$ cat config.mk
export PLATFORM = sky130hd
export DESIGN_NAME = program_loader
export DESIGN_NICKNAME = d
export VERILOG_FILES = /design/src/rtl/program_loader_pkg.sv /design/src/rtl/program_loader_word_counter.sv /design/src/rtl/program_loader.sv
export SDC_FILE = /design/constraint.sdc
export NUM_CORES = 1
export LEC_CHECK = 0
export CAP_MARGIN = 20
export CORE_ASPECT_RATIO = 1.75
export CORE_UTILIZATION = 48
export CTS_CLUSTER_DIAMETER = 150
export DETAILED_ROUTE_END_ITERATION = 7
export GPL_TIMING_DRIVEN = 1
export PLACE_DENSITY = 0.83
export SLEW_MARGIN = 40
export SYNTH_ARGS = -nofsm -noshare
export SYNTH_HDL_FRONTEND = slang
export SYNTH_SLANG_ARGS = --single-unit
export TNS_END_PERCENT = 50
$ cat constraint.sdc
create_clock -name clk -period 3 [get_ports clk]
set_clock_uncertainty 0.2 [all_clocks]
set_input_delay 0.6 -clock clk [delete_from_list [all_inputs] [get_ports clk]]
set_output_delay 0.6 -clock clk [all_outputs]
set_load 0.05 [all_outputs]
$ cat src/rtl/program_loader_pkg.sv
`default_nettype none
// ============================================================================
//  Module      : program_loader_pkg
//  Description : Shared state encoding and sizing constants for the program
//                loader and its word counter.
//  Revision    : 1.0 - initial release
// ============================================================================
package program_loader_pkg;

  // Memory geometry and stream width
  localparam int MEM_DEPTH = 512;
  localparam int CNT_W     = 10;   // wide enough to hold a count of 512
  localparam int DATA_W    = 16;

  // Loader frame state machine
  typedef enum logic [2:0] {
    IDLE   = 3'd0,
    I_HDR  = 3'd1,
    I_BODY = 3'd2,
    D_HDR  = 3'd3,
    D_BODY = 3'd4,
    START  = 3'd5,
    DONE   = 3'd6,
    ERR    = 3'd7
  } state_t;

  // True for every state between frame acceptance and DONE/ERR
  function automatic logic is_busy_state(input state_t s);
    return (s == I_HDR) || (s == I_BODY) || (s == D_HDR) ||
           (s == D_BODY) || (s == START);
  endfunction

  // True for the states that consume stream words
  function automatic logic is_ready_state(input state_t s);
    return (s == I_HDR) || (s == I_BODY) || (s == D_HDR) || (s == D_BODY);
  endfunction

endpackage
`default_nettype wire

$ cat src/rtl/program_loader_word_counter.sv
`default_nettype none
// ============================================================================
//  Module      : loader_word_counter
//  Description : Loadable remaining-word down-counter paired with an
//                up-counting write address. Shared by both memory images.
//  Revision    : 1.0 - initial release
// ============================================================================
module loader_word_counter #(
  parameter int CNT_W  = 10,
  parameter int ADDR_W = 9
) (
  input  logic              clk,
  input  logic              rst_n,
  input  logic              load,
  input  logic [CNT_W-1:0]  load_val,
  input  logic              dec,
  output logic [CNT_W-1:0]  value,
  output logic [ADDR_W-1:0] addr,
  output logic              zero
);

  logic [CNT_W-1:0]  value_q, value_d;
  logic [ADDR_W-1:0] addr_q, addr_d;

  // Load restarts the image at address 0; each consumed word advances both
  always_comb begin
    value_d = value_q;
    addr_d  = addr_q;
    if (load) begin
      value_d = load_val;
      addr_d  = '0;
    end else if (dec) begin
      value_d = value_q - CNT_W'(1);
      addr_d  = addr_q + ADDR_W'(1);
    end
  end

  // Counter registers
  always_ff @(posedge clk or negedge rst_n) begin
    if (!rst_n) begin
      value_q <= '0;
      addr_q  <= '0;
    end else begin
      value_q <= value_d;
      addr_q  <= addr_d;
    end
  end

  assign value = value_q;
  assign addr  = addr_q;
  assign zero  = (value_q == '0);

endmodule
`default_nettype wire

$ cat src/rtl/program_loader.sv
`default_nettype none
// ============================================================================
//  Module      : program_loader
//  Description : Receives a framed word stream (instruction count, words,
//                data count, words), writes both images into the processor
//                memories and then issues a one-cycle start pulse.
//  Revision    : 1.0 - initial release
// ============================================================================
module program_loader #(
  parameter int ADDR_W = 9,
  parameter int DATA_W = 16
) (
  input  logic              clk,
  input  logic              rst_n,
  input  logic              load_req,
  input  logic              in_valid,
  input  logic [DATA_W-1:0] in_data,
  output logic              in_ready,
  output logic [ADDR_W-1:0] mem_addr,
  output logic [DATA_W-1:0] iram_in_ext,
  output logic              mem_write_ins,
  output logic [DATA_W-1:0] data_in_ext,
  output logic              mem_write_data_ext,
  output logic              start,
  output logic              busy,
  output logic              err
);

  import program_loader_pkg::*;

  // Largest image that fits; anything above is rejected at the header
  localparam logic [DATA_W-1:0] MAX_WORDS = DATA_W'(MEM_DEPTH);

  state_t            state_q, state_d;
  logic [ADDR_W-1:0] mem_addr_q, mem_addr_d;
  logic [DATA_W-1:0] iram_q, iram_d;
  logic [DATA_W-1:0] dmem_q, dmem_d;
  logic              wr_ins_q, wr_ins_d;
  logic              wr_dat_q, wr_dat_d;
  logic              start_q, start_d;
  logic              busy_q, busy_d;
  logic              err_q, err_d;

  logic              xfer;
  logic              cnt_load;
  logic              cnt_dec;
  logic [CNT_W-1:0]  cnt_value;
  logic [ADDR_W-1:0] cnt_addr;
  logic              cnt_zero;
  logic              hdr_too_big;
  logic              hdr_empty;

  loader_word_counter #(
    .CNT_W  (CNT_W),
    .ADDR_W (ADDR_W)
  ) u_word_counter (
    .clk      (clk),
    .rst_n    (rst_n),
    .load     (cnt_load),
    .load_val (in_data[CNT_W-1:0]),
    .dec      (cnt_dec),
    .value    (cnt_value),
    .addr     (cnt_addr),
    .zero     (cnt_zero)
  );

  // Ready depends on state only, so the upstream never sees a comb loop
  assign in_ready    = is_ready_state(state_q);
  assign xfer        = in_valid && in_ready;
  assign hdr_too_big = (in_data > MAX_WORDS);
  assign hdr_empty   = (in_data == '0);

  // Next-state and registered-output computation
  always_comb begin
    state_d    = state_q;
    mem_addr_d = mem_addr_q;
    iram_d     = iram_q;
    dmem_d     = dmem_q;
    wr_ins_d   = 1'b0;
    wr_dat_d   = 1'b0;
    start_d    = 1'b0;
    cnt_load   = 1'b0;
    cnt_dec    = 1'b0;

    case (state_q)
      IDLE, DONE, ERR: begin
        if (load_req) begin
          state_d = I_HDR;
        end
      end

      I_HDR: begin
        if (xfer) begin
          if (hdr_too_big) begin
            state_d = ERR;
          end else begin
            cnt_load = 1'b1;
            state_d  = hdr_empty ? D_HDR : I_BODY;
          end
        end
      end

      // The zero guard is defensive: a body is only entered with a nonzero count
      I_BODY: begin
        if (xfer && !cnt_zero) begin
          wr_ins_d   = 1'b1;
          iram_d     = in_data;
          mem_addr_d = cnt_addr;
          cnt_dec    = 1'b1;
          if (cnt_value == CNT_W'(1)) begin
            state_d = D_HDR;
          end
        end
      end

      D_HDR: begin
        if (xfer) begin
          if (hdr_too_big) begin
            state_d = ERR;
          end else begin
            cnt_load = 1'b1;
            state_d  = hdr_empty ? START : D_BODY;
          end
        end
      end

      D_BODY: begin
        if (xfer && !cnt_zero) begin
          wr_dat_d   = 1'b1;
          dmem_d     = in_data;
          mem_addr_d = cnt_addr;
          cnt_dec    = 1'b1;
          if (cnt_value == CNT_W'(1)) begin
            state_d = START;
          end
        end
      end

      // Registered start lands one cycle after the final write strobe
      START: begin
        start_d = 1'b1;
        state_d = DONE;
      end

      default: begin
        state_d = IDLE;
      end
    endcase

    busy_d = is_busy_state(state_d);
    err_d  = (state_d == ERR);
  end

  // State and output registers; reset also kills any pending write strobe
  always_ff @(posedge clk or negedge rst_n) begin
    if (!rst_n) begin
      state_q    <= IDLE;
      mem_addr_q <= '0;
      iram_q     <= '0;
      dmem_q     <= '0;
      wr_ins_q   <= 1'b0;
      wr_dat_q   <= 1'b0;
      start_q    <= 1'b0;
      busy_q     <= 1'b0;
      err_q      <= 1'b0;
    end else begin
      state_q    <= state_d;
      mem_addr_q <= mem_addr_d;
      iram_q     <= iram_d;
      dmem_q     <= dmem_d;
      wr_ins_q   <= wr_ins_d;
      wr_dat_q   <= wr_dat_d;
      start_q    <= start_d;
      busy_q     <= busy_d;
      err_q      <= err_d;
    end
  end

  assign mem_addr           = mem_addr_q;
  assign iram_in_ext        = iram_q;
  assign mem_write_ins      = wr_ins_q;
  assign data_in_ext        = dmem_q;
  assign mem_write_data_ext = wr_dat_q;
  assign start              = start_q;
  assign busy               = busy_q;
  assign err                = err_q;

endmodule
`default_nettype wire

==> results of run 1 <==
-- layer usage --
metal	GRT usage, %	up-vias	routed length (µm)
met5	0	-	0
met4	17.53	0	233
met3	3.112	19	339
met2	37.16	79	3770
met1	26.45	1205	2773
li1	-	1139	-
-- worst max-delay path by stage --
stage	endpoint	slack, ns	from
finish	in_ready	0.07	state_q[1]
global route	in_ready	0.02	state_q[1]
CTS	in_ready	0.06	state_q[1]
detailed placement	u_word_counter.value[4]	0.20	in_data[4]
global placement	u_word_counter.value[4]	0.30	in_data[4]
floorplan	iram_in_ext[10]	0.77	state_q[1]
-- cells in the mapped netlist (4+ instances only) --
cell type	instances
nand4_1	4
nor3_1	10
a221o_1	5
xor2_1	5
buf_2	4
nor2_1	17
o21ai_0	7
nand3_1	11
ha_1	4
xnor2_1	4
mux2_2	23
and3_1	5
dfrtp_1	68
nand2_1	34
inv_1	12
nor4_1	5
mux2_4	9
-- final cells by class --
type | count | area, µm² | share of cell area [%]
clock buffer | 11 | 131.4 | 3.173
clock inverter | 5 | 52.55 | 1.269
inverter | 12 | 45.04 | 1.088
multi-input combinational | 183 | 1331 | 32.15
sequential | 68 | 1702 | 41.10
tap | 80 | 100.1 | 2.418
timing repair buffer | 79 | 778.2 | 18.80
-- sequential cells by signal (all words and copies together), names as in the netlist --
| signal | cells |
|---|---|
| data_in_ext | 16 |
| u_word_counter.addr | 9 |
| err | 1 |
| iram_in_ext | 16 |
| busy | 1 |
| mem_addr | 9 |
| u_word_counter.value | 10 |
| start | 1 |
| mem_write_data_ext | 1 |
| mem_write_ins | 1 |
| state_q | 3 |
-- logic make-up (layout without fill, tap and decap cells) --
logic type      count (synthesis)  count (layout)
simple gates                  106             106
mux                            33              33
xor+xnor                        9               9
flops                          68              68
compound gates                 31              31
fa+ha+maj                       4               4
buf+inv                        24             107
-- worst reg2reg max path, delay by kind of cell (launching register included) --
kind	cells	cell delay, ns
and+or+nand+nor	4	1.04
DFF	1	0.47
muxes	1	0.39
buffers and inverters	1	0.29
-- through the flow --
step / cells / utilization (%) / setup slack [ns] / total power [mW]
floorplan: 275 / - / 0.7650 / 3.423
global placement: 422 / 63.04 / 0.2954 / 4.215
detailed placement: 422 / 63.04 / 0.1965 / 4.287
CTS: 438 / 65.97 / 0.06496 / 5.011
global route: 438 / 65.97 / 0.01917 / 5.246
finish: 438 / 65.97 / 0.07330 / 4.981
-- power by group through the flow --
stage | registers, mW | logic [mW] | clock network (mW)
finish | 1.57 | 2.70 | 0.708
global route | 1.62 | 2.86 | 0.767
CTS | 1.57 | 2.71 | 0.728
detailed placement | 1.58 | 2.71 | 0
global placement | 1.56 | 2.66 | 0
floorplan | 2.41 | 1.01 | 0
==> results.json, run 1 <==
{
  "status": "complete, no violations",
  "synthDistinctLibCells": 49,
  "worstSetupPathType": "reg2out",
  "cp.depth": 3,
  "num_antenna_cells": 0,
  "min_path_type": "in2async",
  "path_clk_slew_ns": 0.06,
  "required_ns": 2.20,
  "fillers": 499,
  "clkLatencyLatePin_ns": 0.35,
  "grt_max_degree": 40,
  "cts_sinks": 68,
  "critPathCaptureType": "primary output",
  "ir_drop_mv": 0.6861,
  "pin_count": 67,
  "nets": 377,
  "synthAdderAreaFrac_pct": 1.580,
  "postCtsSetupRepairBufs": 0,
  "vias_per_cell": 5.575,
  "die_x_um": 63.40,
  "p_seq_share_pct": 31.6,
  "min_period_ns": 2.927,
  "final_cell_mix": "68 x dfrtp_1, 65 x clkdlybuf4s50_1, 34 x nand2_1, 23 x mux2_2, 17 x nor2_1",
  "drc": 0,
  "crit_path_cell_trace": "or3_1 -> and2_1 -> clkdlybuf4s50_1",
  "hold_viol": 0,
  "syn-cell-area_mm2": 0.003167,
  "core_area_mm2": 0.006276,
  "clkPwrFrac_pct": 14.2,
  "rr_endpoint": "iram_in_ext[6]",
  "postSynthAreaPerCell_um2": 11.52,
  "cts_buffer_depth": 2,
  "grt_pass1_wl_um": 11750,
  "path_buf_inv": 1,
  "final_area_mm2": 0.004140,
  "final.setup.tns_ns": 0,
  "place.gp.congestion": 0.8892,
  "dp_hpwl_um": 5132,
  "areaGrowthSynthToFinish_pct": 30.74,
  "synth-edff-count": 0,
  "cap_violations": 0,
  "synth_top_area_cell": "dfrtp_1",
  "vias": 2442,
  "drt_pass1_iterations": 4,
  "yosys.area_share.simple_pct": 17.66,
  "grt_remaining_overflow": 0,
  "grt_pass1_vias": 2461,
  "syn_inst": 275,
  "crit_family": "buffers and inverters",
  "leakagePower_nw": 1.901,
  "detail-route-antenna-nets": 0,
  "synth_top_family_by_area": "simple AND/OR/NAND/NOR gates",
  "cts_tree": "built",
  "io_buffers": 66,
  "rsz0062_at_grt": "false",
  "ff2ff_path_depth": 6,
  "initial_core_util_pct": 50.46,
  "clock_tree.root_cell": "clkbuf_8",
  "finalCritPeriodShare_pct": 97.56,
  "fmax_ghz": 0.3417,
  "relSlewSlack_pct": 53.93,
  "final_common_cell": "dfrtp_1",
  "crit_path_top_delay_cell": "clkdlybuf4s50_1",
  "die_area_mm2": 0.006939,
  "synthXorXnorAreaFrac_pct": 2.489,
  "h-tree-depth": 3,
  "p_comb_share_pct": 54.2,
  "placed_area_mm2": 0.003956,
  "track_usage_pct": 22.60,
  "timing.rr.start": "u_word_counter.value[4]",
  "setup_viol": 0,
  "synth_top_area_share_pct": 53.73,
  "post_cts_resized": 0,
  "yosysWarnings": 0,
  "hold_slack_ns": 0.09164,
  "dieHeight_um": 109.5,
  "startpoint_type": "flop",
  "drive_gt1_share_pct": 19.27,
  "synth-seq-area-share_pct": 53.73,
  "synth_mux_area_share_pct": 12.76,
  "critPathMaxStageDelay_ns": 0.69,
  "syn-num-nets": 299,
  "antenna_found_initial": 0,
  "wl_per_cell_um": 16.25,
  "drt_wl_total_um": 7117,
  "hold_buffers": 0,
  "synth_compound_area_share_pct": 7.546,
  "cp_data_arrival_time_ns": 2.13,
  "synth_area_leaders": "dfrtp_1 54%, mux2_2 8.2%, mux2_4 4.3%",
  "switchingPower_mw": 2.283,
  "rrSetupSlack_ns": 0.49,
  "power_density_mw_per_mm2": 1203,
  "worst_pin_slew_ns": 0.6911,
  "synthFlopType": "dfrtp_1",
  "cp_max_fo": 10,
  "swShare_pct": 45.83,
  "fp-row-count": 38,
  "ys_ff_latch": 68,
  "maxSlewViolCount": 0,
  "intPower_mw": 2.698,
  "async_reset_ff_share_pct": 100.0,
  "numCtsBuffers": 9,
  "drtIter0Drc": 75
}
(Power assumes the default switching activity.)
==> inputs of run 2 (changes only) <==
- CTS_CLUSTER_DIAMETER: 150 -> default
==> results of run 2 <==
Final layout, timing and power as in run 1 (identical DEF).
==> inputs of run 3 (changes only) <==
- REMOVE_ABC_BUFFERS: default -> 1
==> results.json, run 3 (synthesis gave the netlist of run 1 again) <==
{
  "status": "complete, no violations",
  "grt_pass1_vias": 2481,
  "num_antenna_cells": 0,
  "fillers": 520,
  "pre_cts_ws_ns": 0.1913,
  "dp_hpwl_um": 5174,
  "fp-row-count": 38,
  "hold_viol": 0,
  "startpoint_type": "flop",
  "postCtsSetupRepairBufs": 0,
  "min_path_type": "reg2reg",
  "initial_core_util_pct": 50.46,
  "power_density_mw_per_mm2": 1185,
  "nets": 381,
  "worst_pin_slew_ns": 0.5317,
  "drc": 0,
  "cts_tree": "built",
  "core_area_mm2": 0.006276,
  "min_period_ns": 2.943,
  "grt_pass1_wl_um": 11580,
  "maxSlewViolCount": 0,
  "numCtsBuffers": 9,
  "pin_count": 67,
  "grt_max_degree": 28,
  "total_power_mw": 4.904,
  "worst_slack_ns": 0.05652,
  "stdcell_count": 442,
  "clkLatencyLatePin_ns": 0.34,
  "die_area_mm2": 0.006939,
  "drive_gt1_share_pct": 19.34,
  "vias_per_cell": 5.437,
  "ir_drop_mv": 0.6377,
  "finalCritPeriodShare_pct": 98.12,
  "grt_remaining_overflow": 0,
  "antenna_found_initial": 0,
  "clock_tree.root_cell": "clkbuf_8",
  "cts_buffer_depth": 2,
  "worstSetupPathType": "reg2out",
  "final_common_cell": "dfrtp_1",
  "track_usage_pct": 22.01,
  "relSlewSlack_pct": 64.44,
  "vias": 2403,
  "leakagePower_nw": 1.911,
  "place.gp.congestion": 0.8068,
  "cp_max_fo": 10,
  "placedCellCount": 425,
  "holdPathStages": 2,
  "h-tree-depth": 3,
  "drt_pass1_iterations": 4,
  "dieHeight_um": 109.5,
  "cap_violations": 0,
  "detail-route-antenna-nets": 0,
  "cp_data_arrival_time_ns": 2.14,
  "cts_sinks": 68,
  "final_cell_mix": "68 x dfrtp_1, 65 x clkdlybuf4s50_1, 34 x nand2_1, 23 x mux2_2, 17 x nor2_1",
  "die_x_um": 63.40,
  "io_buffers": 66,
  "required_ns": 2.20,
  "drtIter0Drc": 112,
  "setup_viol": 0,
  "final.setup.tns_ns": 0,
  "rsz0062_at_grt": "false",
  "wl_per_cell_um": 15.91,
  "path_clk_slew_ns": 0.07,
  "drt_wl_total_um": 7032,
  "critPathCaptureType": "primary output",
  "areaGrowthSynthToFinish_pct": 30.70,
  "ff2ff_path_depth": 6,
  "fmax_ghz": 0.3397
}
==> run 3: cell types whose count changed in the layout (fill, tap and decap cells not counted) <==
cell | previous run | this run
buf_12 | 2 | 1
buf_4 | 11 | 15
clkbuf_1 | 2 | 4
clkbuf_8 | 9 | 10
bufinv_16 | 1 | 0
clkinv_2 | 3 | 2
dlygate4sd3_1 | 0 | 1
clkinvlp_4 | 1 | 0
==> run 3: layout make-up <==
class                   count  area, µm²  area share, %
multi-input cells         183       1331          32.16
inverters                  12      45.04          1.088
clock inverters             2      10.01         0.2418
flip-flops and latches     68       1702          41.11
clock buffers              14      152.6          3.688
well taps                  80      100.1          2.418
repair buffers             83      798.3          19.29
==> run 3: repair_timing <==
| item | 4_1_cts | 5_1_grt |
|---|---|---|
| hold endpoints to repair | 9 | 0 |
| gates resized for setup | 0 | 0 |
| hold buffers | 1 | 0 |
| endpoints found under the setup margin | 0 | 0 |
==> run 3: metrics by stage <==
| stage | hold WS (ns) | cell area, µm² | util, % |
|---|---|---|---|
| finish | 0.2710 | 4139 | 65.95 |
| CTS | 0.2786 | 4139 | 65.95 |
| global route | 0.2961 | 4139 | 65.95 |
| floorplan | 0.1044 | 3078 | - |
| detailed placement | 0.2619 | 3966 | 63.20 |
| global placement | 0.2561 | 3966 | 63.20 |
==> run 3: routing by layer <==
layer,part of all wire [%],global-route usage [%],up-vias
met5,0,0,-
met4,3.0,12.66,0
li1,-,-,1139
met3,3.2,4.357,15
met2,54,39.51,47
met1,39,23.75,1202
==> run 3: worst max-delay path: stages (launching register included) <==
cell             delay [ns]
dfrtp_1                0.50
or3_1                  0.42
and2_1                 0.17
clkdlybuf4s50_1        0.71
==> run 3: final timing paths <==
path                                    startpoint              to  slack (ns)
max in group asynchronous                    rst_n  data_in_ext[9]        1.36
min in group asynchronous                    rst_n     mem_addr[6]        0.54
max reg2reg                u_word_counter.value[6]  iram_in_ext[5]        0.50
max                                     state_q[1]        in_ready        0.06
min reg2reg                            mem_addr[2]     mem_addr[2]        0.27
min                                    mem_addr[2]     mem_addr[2]        0.27
==> run 3: power by group <==
group	internal, mW	total (mW)	switching, mW
Combinational	1.04	2.70	1.66
Sequential	1.28	1.57	0.292
Clock	0.321	0.635	0.314
